===== src/rtl/seg7_scan_ctrl.sv =====
// ---------------------------------------------------------------------------
// seg7_scan_ctrl
//
// Avalon-MM slave that drives a 6-digit multiplexed 7-segment display and
// debounces four active-low push buttons.
//
// Each digit owns one time slot of SCAN_DIV cycles. The first BLANK_CYCLES
// cycles of every slot keep all digits dark so the previous digit's segment
// charge cannot ghost onto the next one. Button presses are synchronised,
// debounced, and their rising edges are latched for software to poll and
// clear with write-1-to-clear.
//
// Ports:
//   clk, reset_n      system clock, asynchronous active-low reset
//   address[2:0]      word address: 0-5 DIGITn, 6 CTRL, 7 BTN
//   write, writedata  write strobe and data
//   read, readdata    read strobe; readdata is registered (1-cycle latency)
//                     and held until the next read
//   nButton[3:0]      raw buttons, active-low, asynchronous to clk
//   LedButton[3:0]    debounced button state, high = pressed
//   nSelDig[5:0]      digit enables, active-low
//   SelSeg[7:0]       segment drive, active-high, bit7 = decimal point
//   Reset_Led         high while scanning is disabled
//
// Register map:
//   0-5 DIGITn  [7:0]  segment pattern of digit n
//   6   CTRL    [0] EN, [13:8] MASK (1 = digit dark, slot still consumed)
//   7   BTN     read: [3:0] debounced state, [11:8] edge flags
//               write: 1 in [11:8] clears the matching edge flag
// ---------------------------------------------------------------------------
module seg7_scan_ctrl #(
    parameter int SCAN_DIV     = 50000,  // cycles per digit slot, >= 2
    parameter int BLANK_CYCLES = 500,    // dark cycles at slot start, < SCAN_DIV
    parameter int DEBOUNCE     = 500000  // stable cycles to accept a change, >= 1
) (
    input  logic        clk,
    input  logic        reset_n,
    input  logic [2:0]  address,
    input  logic        write,
    input  logic [31:0] writedata,
    input  logic        read,
    output logic [31:0] readdata,
    input  logic [3:0]  nButton,
    output logic [3:0]  LedButton,
    output logic [5:0]  nSelDig,
    output logic [7:0]  SelSeg,
    output logic        Reset_Led
);

    localparam int NUM_DIG = 6;
    localparam int PW      = $clog2(SCAN_DIV);
    localparam int CW      = (DEBOUNCE > 1) ? $clog2(DEBOUNCE) : 1;

    localparam logic [PW-1:0] PRESC_LAST  = PW'(SCAN_DIV - 1);
    localparam logic [PW-1:0] BLANK_START = PW'(BLANK_CYCLES);
    localparam logic [CW-1:0] DB_LAST     = CW'(DEBOUNCE - 1);

    // -----------------------------------------------------------------------
    // State
    // -----------------------------------------------------------------------
    logic [NUM_DIG-1:0][7:0] digit_q, digit_d;
    logic                    en_q, en_d;
    logic [NUM_DIG-1:0]      mask_q, mask_d;

    logic [PW-1:0]           presc_q, presc_d;
    logic [2:0]              idx_q, idx_d;

    logic [NUM_DIG-1:0]      nsel_q, nsel_d;
    logic [7:0]              seg_q, seg_d;
    logic                    rstled_q, rstled_d;
    logic [31:0]             rdata_q, rdata_d;

    logic [3:0]              sync1_q, sync1_d;
    logic [3:0]              sync2_q, sync2_d;
    logic [3:0]              deb_q, deb_d;
    logic [3:0]              edge_q, edge_d;
    logic [3:0][CW-1:0]      cnt_q, cnt_d;

    logic [3:0]              btn_clr;
    logic [3:0]              raw;
    logic                    lit;

    // -----------------------------------------------------------------------
    // Register file writes
    // -----------------------------------------------------------------------
    always_comb begin
        digit_d = digit_q;
        en_d    = en_q;
        mask_d  = mask_q;
        btn_clr = 4'd0;
        if (write) begin
            for (int n = 0; n < NUM_DIG; n++) begin
                if (address == 3'(n)) digit_d[n] = writedata[7:0];
            end
            if (address == 3'd6) begin
                en_d   = writedata[0];
                mask_d = writedata[13:8];
            end
            if (address == 3'd7) btn_clr = writedata[11:8];
        end
    end

    // -----------------------------------------------------------------------
    // Read path: samples the pre-write register values, so a read and a
    // write to the same address in one cycle returns the old contents.
    // -----------------------------------------------------------------------
    always_comb begin
        rdata_d = rdata_q;
        if (read) begin
            rdata_d = 32'd0;
            for (int n = 0; n < NUM_DIG; n++) begin
                if (address == 3'(n)) rdata_d = {24'd0, digit_q[n]};
            end
            if (address == 3'd6) rdata_d = {18'd0, mask_q, 7'd0, en_q};
            if (address == 3'd7) rdata_d = {20'd0, edge_q, 4'd0, deb_q};
        end
    end

    // -----------------------------------------------------------------------
    // Scan timing: prescaler and digit index. Held at zero while disabled so
    // that enabling always restarts at digit 0, prescaler 0.
    // -----------------------------------------------------------------------
    always_comb begin
        presc_d = presc_q;
        idx_d   = idx_q;
        if (!en_q) begin
            presc_d = '0;
            idx_d   = 3'd0;
        end else if (presc_q == PRESC_LAST) begin
            presc_d = '0;
            idx_d   = (idx_q == 3'd5) ? 3'd0 : idx_q + 3'd1;
        end else begin
            presc_d = presc_q + PW'(1);
        end
    end

    // -----------------------------------------------------------------------
    // Display outputs, registered one cycle behind the scan state. The
    // digit select is built one-hot from the index, so at most one enable is
    // ever active.
    // -----------------------------------------------------------------------
    always_comb begin
        lit = 1'b0;
        for (int n = 0; n < NUM_DIG; n++) begin
            if (idx_q == 3'(n)) lit = en_q && (presc_q >= BLANK_START) && !mask_q[n];
        end

        nsel_d = {NUM_DIG{1'b1}};
        seg_d  = 8'd0;
        if (lit) begin
            for (int n = 0; n < NUM_DIG; n++) begin
                if (idx_q == 3'(n)) begin
                    nsel_d[n] = 1'b0;
                    seg_d     = digit_q[n];
                end
            end
        end
        rstled_d = ~en_q;
    end

    // -----------------------------------------------------------------------
    // Buttons: two-flop synchroniser, per-button debounce counter, edge
    // flags. The counter measures consecutive cycles in which the
    // synchronised level disagrees with the accepted state; any agreement
    // restarts it, so short glitches never get through.
    // -----------------------------------------------------------------------
    assign sync1_d = nButton;
    assign sync2_d = sync1_q;
    assign raw     = ~sync2_q;

    always_comb begin
        cnt_d = cnt_q;
        deb_d = deb_q;
        for (int i = 0; i < 4; i++) begin
            if (raw[i] == deb_q[i]) begin
                cnt_d[i] = '0;
            end else if (cnt_q[i] == DB_LAST) begin
                deb_d[i] = ~deb_q[i];
                cnt_d[i] = '0;
            end else begin
                cnt_d[i] = cnt_q[i] + CW'(1);
            end
        end
        // A new press in the same cycle as a clear must not be lost.
        edge_d = (edge_q & ~btn_clr) | (deb_d & ~deb_q);
    end

    // -----------------------------------------------------------------------
    // Flops
    // -----------------------------------------------------------------------
    always_ff @(posedge clk or negedge reset_n) begin
        if (!reset_n) begin
            digit_q  <= '0;
            en_q     <= 1'b0;
            mask_q   <= '0;
            presc_q  <= '0;
            idx_q    <= 3'd0;
            nsel_q   <= {NUM_DIG{1'b1}};
            seg_q    <= 8'd0;
            rstled_q <= 1'b1;
            rdata_q  <= 32'd0;
            // Synchronisers start at the released (idle-high) level so the
            // debouncer never sees a phantom press coming out of reset.
            sync1_q  <= 4'hF;
            sync2_q  <= 4'hF;
            deb_q    <= 4'd0;
            edge_q   <= 4'd0;
            cnt_q    <= '0;
        end else begin
            digit_q  <= digit_d;
            en_q     <= en_d;
            mask_q   <= mask_d;
            presc_q  <= presc_d;
            idx_q    <= idx_d;
            nsel_q   <= nsel_d;
            seg_q    <= seg_d;
            rstled_q <= rstled_d;
            rdata_q  <= rdata_d;
            sync1_q  <= sync1_d;
            sync2_q  <= sync2_d;
            deb_q    <= deb_d;
            edge_q   <= edge_d;
            cnt_q    <= cnt_d;
        end
    end

    assign readdata  = rdata_q;
    assign LedButton = deb_q;
    assign nSelDig   = nsel_q;
    assign SelSeg    = seg_q;
    assign Reset_Led = rstled_q;

endmodule


===== config.mk =====
export PLATFORM = sky130hd
export DESIGN_NAME = seg7_scan_ctrl
export DESIGN_NICKNAME = d
export VERILOG_FILES = /design/src/rtl/seg7_scan_ctrl.sv
export SDC_FILE = /design/constraint.sdc
export NUM_CORES = 1
export LEC_CHECK = 0
export CAP_MARGIN = 10
export CORE_MARGIN = 3
export CORE_UTILIZATION = 64
export CTS_CLUSTER_DIAMETER = 200
export DETAILED_ROUTE_END_ITERATION = 7
export DONT_BUFFER_PORTS = 1
export HOLD_SLACK_MARGIN = 0.1
export PLACE_DENSITY = 0.8
export SYNTH_ARGS = -nofsm -noshare
export SYNTH_HDL_FRONTEND = slang
export SYNTH_SLANG_ARGS = --single-unit

===== constraint.sdc =====
create_clock -name clk -period 2.8 [get_ports clk]
set_input_delay 0.84 -clock clk [delete_from_list [all_inputs] [get_ports clk]]
set_output_delay 0.84 -clock clk [all_outputs]
set_load 0.02 [all_outputs]

== After elaboration in Yosys (flattened, before gate mapping) ==
Index checks and enable logic that the tools add are counted.
W data, S select, Z words.

* Eq/ne operators: 22
* Order comparisons: 1
* Reduce and logical (&&, ||, !) cells: 22
* Muxes and demuxes: 51
* Add/sub/neg operators: 6
* Bitwise gates (word level): 11

{| class="wikitable"
|+ Operator list
! cell !! number
|-
| $mux W32 || 7
|-
| $mux W19 || 8
|-
| $add A19 B1 Y19 const B || 4
|-
| $eq A19 B19 Y1 const B || 4
|-
| $mux W8 || 8
|-
| $mux W16 || 2
|-
| $mux W1 || 20
|-
| $eq A3 B3 Y1 const B || 6
|-
| $add A16 B1 Y16 const B || 1
|-
| $eq A16 B16 Y1 const B || 1
|-
| $ge A16 B9 Y1 const B || 1
|-
| $reduce_and A2 Y1 || 7
|-
| $eq A3 B2 Y1 const B || 4
|-
| $not A4 Y4 || 3
|-
| $mux W3 || 3
|-
| $and A4 B4 Y4 || 2
|-
| $mux W4 || 2
|-
| $logic_and A1 B1 Y1 || 7
|-
| $eq A3 B1 Y1 const B || 2
|-
| $logic_not A1 Y1 || 6
|-
| $logic_not A3 Y1 || 2
|-
| $mux W6 || 1
|-
| $not A1 Y1 || 5
|-
| $eq A1 B1 Y1 || 4
|-
| other kinds (3) || 3
|}

* Output and inout port bits: 51
* Bits in registers: 213
* Word-level logic and storage cells: 135

== Logic depth before layout (Yosys ltp) ==
* Word-level depth: 10
* Mapped depth: 9

== Worst setup path after synthesis ==
Ideal clock, no wire load.

* Path type: input to register
* Start: input address[0]
* End: register digit_q[10] (netlist name)
* Arrival time: 2.076 ns
* Cell stages on the path: 4
* Library setup time: 0.125 ns
* Path slack: 0.599 ns
* Required time: 2.675 ns
* Cells stage by stage: buf_4 buf_2 nor3b_2 mux2_2

* Cells in the longest elaborated chain, start to end: 2

{| class="wikitable"
|+ RTL lines
! what !! RTL line !! source
|-
| start: declaration || 38 || <nowiki>input logic [2:0] address,</nowiki>
|-
| $eq A3 B1 Y1 || 93 || <nowiki>if (address == 3'(n)) digit_d[n] = writedata[7:0];</nowiki>
|-
| $reduce_and A2 Y1 (no line) || n/a ||
|-
| end signal: assignment || 210 || <nowiki>digit_q <= digit_d;</nowiki>
|-
| end: declaration || 61 || <nowiki>logic [NUM_DIG-1:0][7:0] digit_q, digit_d;</nowiki>
|}

No other way between the ends.
A chain may end at the register's enable or synchronous reset.

== Final worst setup path ==
* Start: register idx_q[2]
* End: register seg_q[0], in the netlist SelSeg[0]

* Cells in the longest elaborated chain, start to end: 8
* Elaborated cells between the ends (all ways): 19
* Classes of those cells: eq/ne: 5; mux: 13; reduce/logical: 1

{| class="wikitable"
|+ RTL lines
! what !! RTL line !! source
|-
| start: declaration || 66 || <nowiki>logic [2:0] idx_q, idx_d;</nowiki>
|-
| start signal: assignment || 214 || <nowiki>idx_q <= idx_d;</nowiki>
|-
| $logic_not A3 Y1 || 145, 152 ||
|-
| $mux W8 / $mux W1 (equally long branches) (6 in a row) || 152, 145 ||
|-
| $mux W8 * || 150 || <nowiki>if (lit) begin</nowiki>
|-
| net seg_d[0] || 69 || <nowiki>logic [7:0] seg_q, seg_d;</nowiki>
|-
| end signal: assignment || 216 || <nowiki>seg_q <= seg_d;</nowiki>
|-
| end: declaration || 69 ||
|}

The timed path passes the listed nets; every way through them passes the cells marked *.

==> impl_metrics.csv <==
group,metric,value,unit
detailed_routing,via_per_inst,6.07,
worst_setup_path,path_delay_family,"compound AO/OA/AOI/OAI gates",
status,status,"finished clean",
worst_setup_path,slowest_stage,"o21ai_1",
power,power_leakage,4.24,nW
clock_network,cts.sinks,195,
final_layout,nets,899,
final_layout,syn_to_final_growth,6.96,%
worst_setup_path,r2r_setup_slack,0.43,ns
sta,tns,0,ns
worst_setup_path,worst_ep_required_time,3.07,ns
die,die_w,127,um
detailed_routing,dr.pass1.iters,5,
place,dp.cells,1010,
place,numPortBuffers,0,
die,rows,43,
synthesis,yosysMostFrequentCell,"dfrtp_1",
sta,period_needed,2.37,ns
synthesis,synth-edff-count,0,
clock_network,clk_latency,0.43,ns
clock_network,cts-resized-gates,0,
sta,clock.fmax,422,MHz
detailed_routing,drtAntennaViolNets,0,
clock_network,clockBufferDepth,2,
worst_setup_path,startpoint,"idx_q[2]",
power,power_density,622,nW/um^2
synthesis,async_reset_ff_share,100,%
synthesis,ys_seq_elements,195,
detailed_routing,wl_met3,1540,um
power,power,6.19,mW
worst_setup_path,crit_path_max_fanout,9,
synthesis,synthTopCellsByArea,"dfrtp_1, mux2_2, nor2_1",
clock_network,numCtsBuffers,17,
detailed_routing,drcViolationCount,0,
clock_network,clkSlewWorstSetupHoldPaths,0.07,ns
detailed_routing,maxUsedRoutingLayer,"met4",
sta,slew_viol_final,0,
clock_network,cts_setup_buffers,0,
sta,rsz0062_at_grt,"no",
worst_setup_path,critPathKind,"reg -> reg",
sta,timing_hold_violations_final,0,
place,place.gp.congestion,0.828,
global_route,grt_pass1_vias,6390,
synthesis,syn-cell-area,9310,sq um
place,placed_cell_area,9400,sq um
place,hpwl,12800,um
synthesis,synthTopCellsByCount,"dfrtp_1, nor2_1, mux2_2, nand2_1, xor2_1",
worst_setup_path,timing.critical_path.cells,"inv_1 -> ha_1 -> inv_1 -> a2bb2oi_1 -> a21oi_1 -> o21ai_1 -> nor3_1",
power,peakVddDrop,0.484,mV
global_route,antenna_found_initial,0,
clock_network,cts_max_level,4,
die,die_h,127,um
worst_setup_path,cp-end-kind,"flip-flop",
sta,worstMarginPinSlew,0.874,ns
sta,fin_crit_sh,84.5,%
final_layout,antenna_cells,0,
detailed_routing,routed_wl,19300,um
sta,finClkSkew,0.00788,ns
synthesis,yosys.area.top_type_share,48.4,%
sta,slew_headroom,41.3,%
detailed_routing,vias,6327,
clock_network,cts_tree,"built",
global_route,grt_start_max_net_pins,196,
detailed_routing,wl_met2,9660,um
clock_network,cts_root_buf,"clkbuf_16",
worst_hold_path,hp-class,"in -> async",
worst_setup_path,crit_arrival,2.64,ns
synthesis,synth_seq_area_share,52.6,%
die,core,14000,sq um
synthesis,postSynthCellCount,849,
worst_setup_path,r2r-start,"idx_q[2]",
synthesis,synth_top_cell_by_area,"dfrtp_1",
sta,setup_viol,0,
worst_setup_path,cpPeakStageDelay,0.70,ns
global_route,grt_first_pass_wirelength,31800,um
final_layout,final_cell_area,9960,sq um
synthesis,yosysWarningCount,0,
final_layout,final_cells,1042,
detailed_routing,wl_per_cell,18.5,um
worst_setup_path,crit_path_start_kind,"flip-flop",
die,ioPinCount,94,
detailed_routing,drt_iter0_markers,519,
final_layout,drive_above_1_share,15.9,%
synthesis,yosysUniqueCellTypes,55,
die,die_area,16000,sq um
global_route,overflow,0,
synthesis,synthFlopType,"dfrtp_1",
worst_setup_path,cpMostUsedCell,"inv_1",
job,max_cap_violations,0,
die,start_util,66.3,%
worst_setup_path,cp_num_buf_inv,2,
synthesis,synth_area_per_cell,11.0,sq um
global_route,grt_use_total,24.9,%
detailed_routing,met1Wirelength,7700,um
[layer usage]
layer,track usage [%],vias up
met1,32.1,3167
met3,6.69,44
met5,0,-
li1,-,2888
met4,8.08,0
met2,41.3,228
[layout by cell type (no fill, tap or decap), drive strengths merged, types with 15 or more instances in the layout]
| cell type | n |
|---|---|
| inv | 21 |
| nor2 | 142 |
| nand3 | 37 |
| nand4 | 19 |
| dfstp | 15 |
| mux2 | 67 |
| xor2 | 50 |
| dfrtp | 180 |
| nand2 | 61 |
| clkbuf | 23 |
| nor3 | 15 |
| xnor2 | 36 |
| mux2i | 26 |
| conb | 18 |
[flip-flops by register name (all words and copies together) (netlist names)]
signal and flops:
LedButton 4, en_q 1, edge_q 4, idx_q 3, presc_q 16, sync1_q 4, sync2_q 4, readdata 14
SelSeg 8, mask_q 6, digit_q 48, nSelDig 6, cnt_q 76, Reset_Led 1
[per-stage QoR]
stage	setup WS, ns	hold WS, ns	util [%]
floorplan	0.599	0.345	-
global placement	0.656	0.347	67.0
detailed placement	0.524	0.347	67.0
CTS	0.515	0.0913	70.9
global route	0.287	0.0837	70.9
finish	0.433	0.104	70.9
[path summary, 6_finish.rpt]
check	to	cells after the start
max	SelSeg[0]	7
min	mask_q[5]	0
max reg2reg	SelSeg[0]	7
min reg2reg	sync2_q[2]	0
max in group asynchronous	sync2_q[0]	0
min in group clk	sync2_q[2]	0
[report_power, final]
part           internal [mW]  total [mW]  leakage (nW)  switching, mW
combinational          0.316       0.559          1.44          0.242
clock                   1.32        2.32         0.267           1.00
sequential              3.07        3.31          2.53          0.244
[final cells by class]
class	count	area (sq um)
clock buffers	23	448
multi-input cells	605	4130
repair buffers	10	75.1
well taps	180	225
clock inverters	9	110
flip-flops and latches	195	4900
inverters	20	75.1
fillers	971	4080
[cell families after synthesis]
family | after synthesis | share of synthesized area, %
other | 1 | 0.0403
AO/OA/AOI/OAI | 50 | 3.56
AND/OR/NAND/NOR | 342 | 18.0
XOR/XNOR | 86 | 8.09
adder cells (fa/ha/maj) | 7 | 0.940
multiplexers | 102 | 13.1
flip-flops | 195 | 52.6
buffers and inverters | 66 | 3.75
Power figures use the tool's default switching activity.
